--- src/rtl/apb_pkg.sv ---
// rtl/apb_pkg.sv - shared APB state encoding, default widths and command record
package apb_pkg;

    localparam int APB_ADDR_W = 32;
    localparam int APB_DATA_W = 32;

    // Encoding is shared with apb_comp, so the values are fixed.
    typedef enum logic [1:0] {
        IDLE   = 2'b00,
        SETUP  = 2'b01,
        ACCESS = 2'b10
    } apb_state_e;

    typedef struct packed {
        logic                    write;
        logic [APB_ADDR_W-1:0]   addr;
        logic [APB_DATA_W-1:0]   wdata;
        logic [APB_DATA_W/8-1:0] strb;
        logic [2:0]              prot;
    } apb_cmd_t;

endpackage

--- src/rtl/apb_requester.sv ---
// rtl/apb_requester.sv - APB5 requester: single-beat commands to SETUP/ACCESS transfers
//
// Ports:
//   pclk, preset_n                 clock, asynchronous active-low reset
//   cmd_valid/cmd_ready            command handshake (write, addr, wdata, strb, prot)
//   rsp_valid/rsp_rdata/rsp_err    one-cycle completion pulse, read data, error
//   psel/penable/pwrite/paddr/pwdata/pstrb/pprot   APB requester outputs (registered)
//   prdata/pready/pslverr          APB completer inputs
//
// Build option: APB_TIMEOUT_EN adds an 8-bit ACCESS wait counter that aborts a
// transfer after TIMEOUT_CYCLES cycles of pready low and reports it as an error.
module apb_requester
    import apb_pkg::*;
#(
    parameter int ADDR_W         = APB_ADDR_W,
    parameter int DATA_W         = APB_DATA_W,
    parameter int TIMEOUT_CYCLES = 16
) (
    input  logic                pclk,
    input  logic                preset_n,
    input  logic                cmd_valid,
    output logic                cmd_ready,
    input  logic                cmd_write,
    input  logic [ADDR_W-1:0]   cmd_addr,
    input  logic [DATA_W-1:0]   cmd_wdata,
    input  logic [DATA_W/8-1:0] cmd_strb,
    input  logic [2:0]          cmd_prot,
    output logic                rsp_valid,
    output logic [DATA_W-1:0]   rsp_rdata,
    output logic                rsp_err,
    output logic                psel,
    output logic                penable,
    output logic                pwrite,
    output logic [ADDR_W-1:0]   paddr,
    output logic [DATA_W-1:0]   pwdata,
    output logic [DATA_W/8-1:0] pstrb,
    output logic [2:0]          pprot,
    input  logic [DATA_W-1:0]   prdata,
    input  logic                pready,
    input  logic                pslverr
);

    localparam int STRB_W = DATA_W / 8;

    apb_state_e          state_q, state_d;
    logic                psel_q, psel_d;
    logic                penable_q, penable_d;
    logic                pwrite_q, pwrite_d;
    logic [ADDR_W-1:0]   paddr_q, paddr_d;
    logic [DATA_W-1:0]   pwdata_q, pwdata_d;
    logic [STRB_W-1:0]   pstrb_q, pstrb_d;
    logic [2:0]          pprot_q, pprot_d;
    logic                rsp_valid_q, rsp_valid_d;
    logic                rsp_err_q, rsp_err_d;
    logic [DATA_W-1:0]   rsp_rdata_q, rsp_rdata_d;
    logic                cmd_fire;

`ifdef APB_TIMEOUT_EN
    localparam logic [7:0] TIMEOUT_LAST = 8'(TIMEOUT_CYCLES - 1);
    logic [7:0]          wait_cnt_q, wait_cnt_d;
`endif

    always_comb begin
        state_d     = state_q;
        pwrite_d    = pwrite_q;
        paddr_d     = paddr_q;
        pwdata_d    = pwdata_q;
        pstrb_d     = pstrb_q;
        pprot_d     = pprot_q;
        rsp_valid_d = 1'b0;
        rsp_err_d   = rsp_err_q;
        rsp_rdata_d = rsp_rdata_q;
`ifdef APB_TIMEOUT_EN
        wait_cnt_d  = wait_cnt_q;
`endif

        // Accepting in the completing ACCESS cycle is what lets psel stay high
        // across back-to-back transfers.
        cmd_ready = (state_q == IDLE) || ((state_q == ACCESS) && pready);
        cmd_fire  = cmd_valid && cmd_ready;

        case (state_q)
            IDLE: begin
                if (cmd_fire) begin
                    state_d = SETUP;
                end
            end
            SETUP: begin
                state_d = ACCESS;
`ifdef APB_TIMEOUT_EN
                wait_cnt_d = 8'd0;
`endif
            end
            ACCESS: begin
                if (pready) begin
                    rsp_valid_d = 1'b1;
                    rsp_err_d   = pslverr;
                    rsp_rdata_d = pwrite_q ? '0 : prdata;
                    state_d     = cmd_fire ? SETUP : IDLE;
                end
`ifdef APB_TIMEOUT_EN
                else if (wait_cnt_q == TIMEOUT_LAST) begin
                    // Abort: report as an error with no data.
                    rsp_valid_d = 1'b1;
                    rsp_err_d   = 1'b1;
                    rsp_rdata_d = '0;
                    state_d     = IDLE;
                end else begin
                    wait_cnt_d = wait_cnt_q + 8'd1;
                end
`endif
            end
            default: begin
                state_d = IDLE;
            end
        endcase

        if (cmd_fire) begin
            pwrite_d = cmd_write;
            paddr_d  = cmd_addr;
            pwdata_d = cmd_write ? cmd_wdata : '0;
            pstrb_d  = cmd_write ? cmd_strb : '0;
            pprot_d  = cmd_prot;
        end

        // Bus strobes are registered copies of the next state.
        psel_d    = (state_d != IDLE);
        penable_d = (state_d == ACCESS);
    end

    always_ff @(posedge pclk or negedge preset_n) begin
        if (!preset_n) begin
            state_q     <= IDLE;
            psel_q      <= 1'b0;
            penable_q   <= 1'b0;
            pwrite_q    <= 1'b0;
            paddr_q     <= '0;
            pwdata_q    <= '0;
            pstrb_q     <= '0;
            pprot_q     <= '0;
            rsp_valid_q <= 1'b0;
            rsp_err_q   <= 1'b0;
            rsp_rdata_q <= '0;
        end else begin
            state_q     <= state_d;
            psel_q      <= psel_d;
            penable_q   <= penable_d;
            pwrite_q    <= pwrite_d;
            paddr_q     <= paddr_d;
            pwdata_q    <= pwdata_d;
            pstrb_q     <= pstrb_d;
            pprot_q     <= pprot_d;
            rsp_valid_q <= rsp_valid_d;
            rsp_err_q   <= rsp_err_d;
            rsp_rdata_q <= rsp_rdata_d;
        end
    end

`ifdef APB_TIMEOUT_EN
    always_ff @(posedge pclk or negedge preset_n) begin
        if (!preset_n) begin
            wait_cnt_q <= 8'd0;
        end else begin
            wait_cnt_q <= wait_cnt_d;
        end
    end
`endif

    assign psel      = psel_q;
    assign penable   = penable_q;
    assign pwrite    = pwrite_q;
    assign paddr     = paddr_q;
    assign pwdata    = pwdata_q;
    assign pstrb     = pstrb_q;
    assign pprot     = pprot_q;
    assign rsp_valid = rsp_valid_q;
    assign rsp_err   = rsp_err_q;
    assign rsp_rdata = rsp_rdata_q;

endmodule

--- config.mk ---
export PLATFORM = sky130hd
export DESIGN_NAME = apb_requester
export DESIGN_NICKNAME = d
export VERILOG_FILES = /design/src/rtl/apb_pkg.sv /design/src/rtl/apb_requester.sv
export SDC_FILE = /design/constraint.sdc
export NUM_CORES = 1
export LEC_CHECK = 0
export CAP_MARGIN = 20
export CORE_MARGIN = 2
export CORE_UTILIZATION = 37
export DETAILED_ROUTE_END_ITERATION = 6
export PLACE_DENSITY = 0.77
export SLEW_MARGIN = 20
export SYNTH_ARGS = -nofsm -noshare
export SYNTH_HDL_FRONTEND = slang
export SYNTH_SLANG_ARGS = --single-unit
--- constraint.sdc ---
create_clock -name pclk -period 1.39 [get_ports pclk]
set_input_delay 0.2085 -clock pclk [delete_from_list [all_inputs] [get_ports pclk]]
set_output_delay 0.2085 -clock pclk [all_outputs]
set_load 0.03 [all_outputs]
# After elaboration in Yosys (flattened, before gate mapping)
# Index checks and enable logic that the tools add are counted.
# Widths: inputs -> output; s select.
# totals
reg_bits	110
inputBits	109
out_inout_bits	109
wordCells	29
# classes
eq_ne	3
muxes	9
reduce_logical	6
# ops
op	count
$mux 32	2
$pmux 2 s3	1
$eq 2x2->1 const B	2
$mux 2	2
$mux 4	1
$mux 1	3
$eq 2x1->1 const B	1
$logic_and 1x1->1	2
$logic_not 2->1	1
$reduce_and 2->1	1
$reduce_bool 2->1	1
$logic_or 1x1->1	1

# Depth between registers and ports, before layout
# depth
word_depth	8
ltp_mapped	5
ltp_nobuf	3

# Least setup slack after synthesis
# No wires, ideal clock.
# synth_path
path_type	register to register
start	register state_q[1]
end	register paddr_q[0] (netlist: paddr[0])
setup_ns	0.125
t_arrival_ns	1.316
t_required_ns	1.265
path_slack_ns	-0.051
stages_incl_launch_ff	6
n_path_buf	2
period_less_slack_ns	1.441
cell_sequence	dfrtp_1 > nor2b_4 > nor3b_2 > buf_6 > buf_8 > mux2_4
# synth_between
elab_chain_cells	4
word_cells_on_any_way	5
cone_classes	eq/ne (1); reduce/logical (4)
# synth_lines
element	line	rtl
from (decl)	apb_requester.sv:45	apb_state_e state_q, state_d;
from (signal assigned)	apb_requester.sv:145	state_q <= state_d;
$eq 2x2->1	apb_requester.sv:79	cmd_ready = (state_q == IDLE) || ((state_q == ACCESS) && pready);
$logic_and 1x1->1	apb_requester.sv:79	
$logic_or 1x1->1 *	apb_requester.sv:79	
$logic_and 1x1->1 *	apb_requester.sv:80	cmd_fire = cmd_valid && cmd_ready;
to (signal assigned)	apb_requester.sv:149	paddr_q <= paddr_d;
to (decl)	apb_requester.sv:49	logic [ADDR_W-1:0] paddr_q, paddr_d;
# Mark *: on every way between the ends. The rest lies on a longest branch, timed or not.
# A chain may end at the register's enable or synchronous reset.

# Final worst setup path
# layout_path
start	register state_q[1]
end	register pwdata_q[2] (netlist: pwdata[2])
# layout_between
elab_chain_cells	4
word_cells_on_any_way	5
cone_classes	eq/ne (1); reduce/logical (4)
# layout_lines
element	line	rtl
$eq 2x2->1	apb_requester.sv:79	
$logic_and 1x1->1	apb_requester.sv:79	
$logic_or 1x1->1 *	apb_requester.sv:79	
$logic_and 1x1->1 *	apb_requester.sv:80	
to (signal assigned)	apb_requester.sv:150	pwdata_q <= pwdata_d;
to (decl)	apb_requester.sv:50	logic [DATA_W-1:0] pwdata_q, pwdata_d;
# Marks and branches as above.

==> flow_metrics.py <==
metrics = {
    "sta": {
        "finalSetupViolations": 72,
        "setup_ws_ns": -0.126,
        "holdWs_ns": 0.420,
        "hold_viol": 0,
        "fin_tns_setup_ns": -4.61,
        "maxSlewViolCount": 0,
        "worst_pin_slew_ns": 0.358,
        "finalCriticalPeriod_ns": 1.52,
        "rsz0062_at_grt": "yes",
        "fmax_ghz": 0.660,
        "clock_skew_ns": 0.00687,
        "min_period_over_period": 1.09,
        "relSlewSlack": 0.762,
    },
    "critical_path": {
        "path_max_fanout": 16,
        "end_kind": "flop",
        "slowest_delay_ns": 0.38,
        "startpoint_type": "flop",
        "rr_endpoint": "pwdata[2]",
        "required_ns": 1.64,
        "cp_cell_sequence": "nor2b_4, nor3b_4, buf_6, buf_12, buf_12, mux2i_1",
        "r2r_slack_ns": -0.13,
        "ff2ff_path_depth": 6,
        "crit_top_cell": "buf_12",
        "cp-startpoint": "state_q[1]",
        "cp_num_buf_inv": 3,
        "cp_top_family": "buffers and inverters",
        "critPathArrivalTime_ns": 1.76,
        "worst-setup-path-type": "flop to flop",
        "r2r-start": "state_q[1]",
        "cp_slowest_cell": "dfrtp_1",
    },
    "power": {
        "p_int_uw": 8090,
        "swShare": 0.394,
        "pwr-share-clk": 0.190,
        "irDropWorstVdd_v": 0.000699,
        "power.share.sequential": 0.359,
        "combPwrFrac": 0.451,
        "power_density_mw_per_mm2": 1780,
        "cellLeakagePower_uw": 0.00366,
        "switching_power_uw": 5260,
    },
    "placement": {
        "gp_congestion": 0.761,
        "port_buffers": 217,
        "dpl.hpwl_um": 8550,
        "place_ws_ns": -0.489,
    },
    "synthesis": {
        "seq_area_frac_synth": 0.600,
        "yosys-top-cells-area": "dfrtp_1 (60%), mux2i_1 (7.8%), mux2_4 (7.2%)",
        "syn_inst": 382,
        "synth.distinct_cells": 18,
        "yosys_warnings": 0,
        "synth_nets": 491,
        "syn_area_mm2": 0.00459,
        "synth.avg_cell_area_um2": 12.0,
        "synth_largest_area_cell": "dfrtp_1",
        "synth_top_area_frac": 0.600,
        "synth_seq_cells": 110,
    },
    "outcome": {
        "status": "complete, but fails checks",
        "violations": "negative setup slack",
    },
    "drt": {
        "detail-route-antenna-nets": 0,
        "drt-vias-per-instance": 4.47,
        "drc": 0,
        "vias": 3533,
        "avgRoutedWirePerCell_um": 15.4,
        "drt_first_iter_violations": 177,
        "firstDrtPassIters": 4,
        "wl_um": 12100,
    },
    "cts": {
        "clk_path_buf_depth": 2,
        "cts.sinks": 110,
        "cts_tree": "built",
        "htreeDepth": 3,
        "cts_buffers": 9,
        "clk_latency_ns": 0.34,
        "cts_root_buffer": "clkbuf_16",
        "clk_pin_slew_ns": 0.07,
    },
    "final_layout": {
        "fin_nets": 726,
        "syn_to_final_growth_pct": 63.1,
        "drive_above_1_share": 0.140,
        "multi_input_area_mm2": 0.00156,
        "antennaDiodeCount": 0,
        "seq_area_mm2": 0.00275,
        "fillCellCount": 996,
    },
    "worst_hold_path": {
        "hp-start": "cmd_wdata[22]",
        "worstHoldEndpoint": "pwdata[22]",
        "min-delay-path-class": "input pin to flop",
        "whs_path_depth": 3,
    },
    "die": {
        "die_height_um": 115,
        "die_w_um": 115,
        "rows": 40,
        "die-area_mm2": 0.0133,
        "core_mm2": 0.0121,
        "start_util": 0.381,
        "ios": 218,
    },
    "global_route": {
        "grt_max_degree": 59,
        "grt_overflow": 0,
        "grt_pass1_vias": 3722,
        "grt.total_usage": 0.180,
        "antenna_found_initial": 0,
        "grt_pass1_wl_um": 18800,
    },
    "run": {
        "cap_violations": 0,
    },
}
## how the worst max path moves through the flow
stage | depth (start not counted) | endpoint
after global routing | 6 | pwdata[2]
after global placement | 6 | pwdata[21]
final | 6 | pwdata[2]
after CTS | 6 | pwdata[2]
after detailed placement | 6 | pwdata[11]
after floorplan | 5 | paddr[0]
## what timing repair did
item | 4_1_cts | 5_1_grt
hold buffers | 1 | 0
buffers inserted | 2 | 3
hold endpoints to repair | 110 | 0
endpoints found under the setup margin | 180 | 92
gates resized for setup | 119 | 11
gates cloned | 2 | 4
## final cells by class
type | instances | share of cell area
Timing Repair Buffer | 246 | 0.337
Tap cell | 168 | 0.0281
Inverter | 38 | 0.0191
Multi-Input combinational cell | 212 | 0.209
Clock buffer | 11 | 0.0311
Clock inverter | 5 | 0.00802
Sequential cell | 110 | 0.368
## registers in the layout, indices dropped and copies added (netlist names)
signal / cells
rsp_rdata: 32
penable: 1
paddr: 32
pwrite: 1
pwdata: 32
pprot: 3
psel: 1
rsp_valid: 1
pstrb: 4
state_q: 2
rsp_err: 1
## power groups by stage
stage | sequential [uW] | combinational, uW | clock, uW
floorplan | 6890 | 1470 | 0
global placement | 4850 | 6400 | 0
detailed placement | 4870 | 6540 | 0
finish | 4780 | 6020 | 2540
global route | 4940 | 6390 | 2730
CTS | 4800 | 5950 | 2600
## Yosys cell counts
master      n
nand2b_1   32
nand2_1    68
buf_1       1
clkbuf_1    8
nand3b_1    1
nor2_1      1
buf_8       3
dfrtp_1   110
inv_1      38
or2_1       1
nor3b_2     1
mux2_2     17
buf_2       6
buf_6       4
mux2i_1    36
mux2_4     22
o21ai_0    32
nor2b_4     1
## stage by stage
step,instances,area [um2],utilization,total power (uW)
floorplan,382,4590,-,8360
global placement,762,7080,0.587,11200
global route,790,7490,0.621,14100
CTS,783,7360,0.610,13300
finish,790,7490,0.621,13300
detailed placement,762,7080,0.587,11400
## placed cells by master, fill, tap and decap left out, drive strengths merged
| cell | count |
|---|---|
| nand2 | 68 |
| mux2 | 39 |
| clkdlybuf4s50 | 107 |
| clkbuf | 15 |
| dfrtp | 110 |
| clkinv | 3 |
| nor2 | 1 |
| nor2b | 1 |
| dlygate4sd3 | 1 |
| nor3b | 1 |
| dlygate4sd2 | 107 |
| bufinv | 1 |
| or2 | 1 |
| nand2b | 32 |
| o21ai | 32 |
| mux2i | 36 |
| inv | 38 |
| clkinvlp | 1 |
| nand3b | 1 |
| buf | 27 |
## cell families after synthesis
family	share of synthesized area
buf+inv	0.0646
flops	0.600
compound gates	0.0349
mux	0.192
simple gates	0.109
## layer usage
| metal | part of all wire | wire length, um | vias up | GRT usage |
|---|---|---|---|---|
| met4 | 0.014 | 171 | 0 | 0.0659 |
| li1 | - | - | 1680 | - |
| met3 | 0.061 | 740 | 13 | 0.0348 |
| met1 | 0.42 | 5050 | 1712 | 0.228 |
| met5 | 0 | 0 | - | 0 |
| met2 | 0.51 | 6170 | 128 | 0.307 |
## worst register-to-register path, delay by kind of cell, from the launching register on
kind / cells / cell delay [ns]
mux: 1 / 0.24
flops: 1 / 0.38
simple gates: 2 / 0.34
buf+inv: 3 / 0.48
Note: power is estimated with default switching activity, not from simulation.
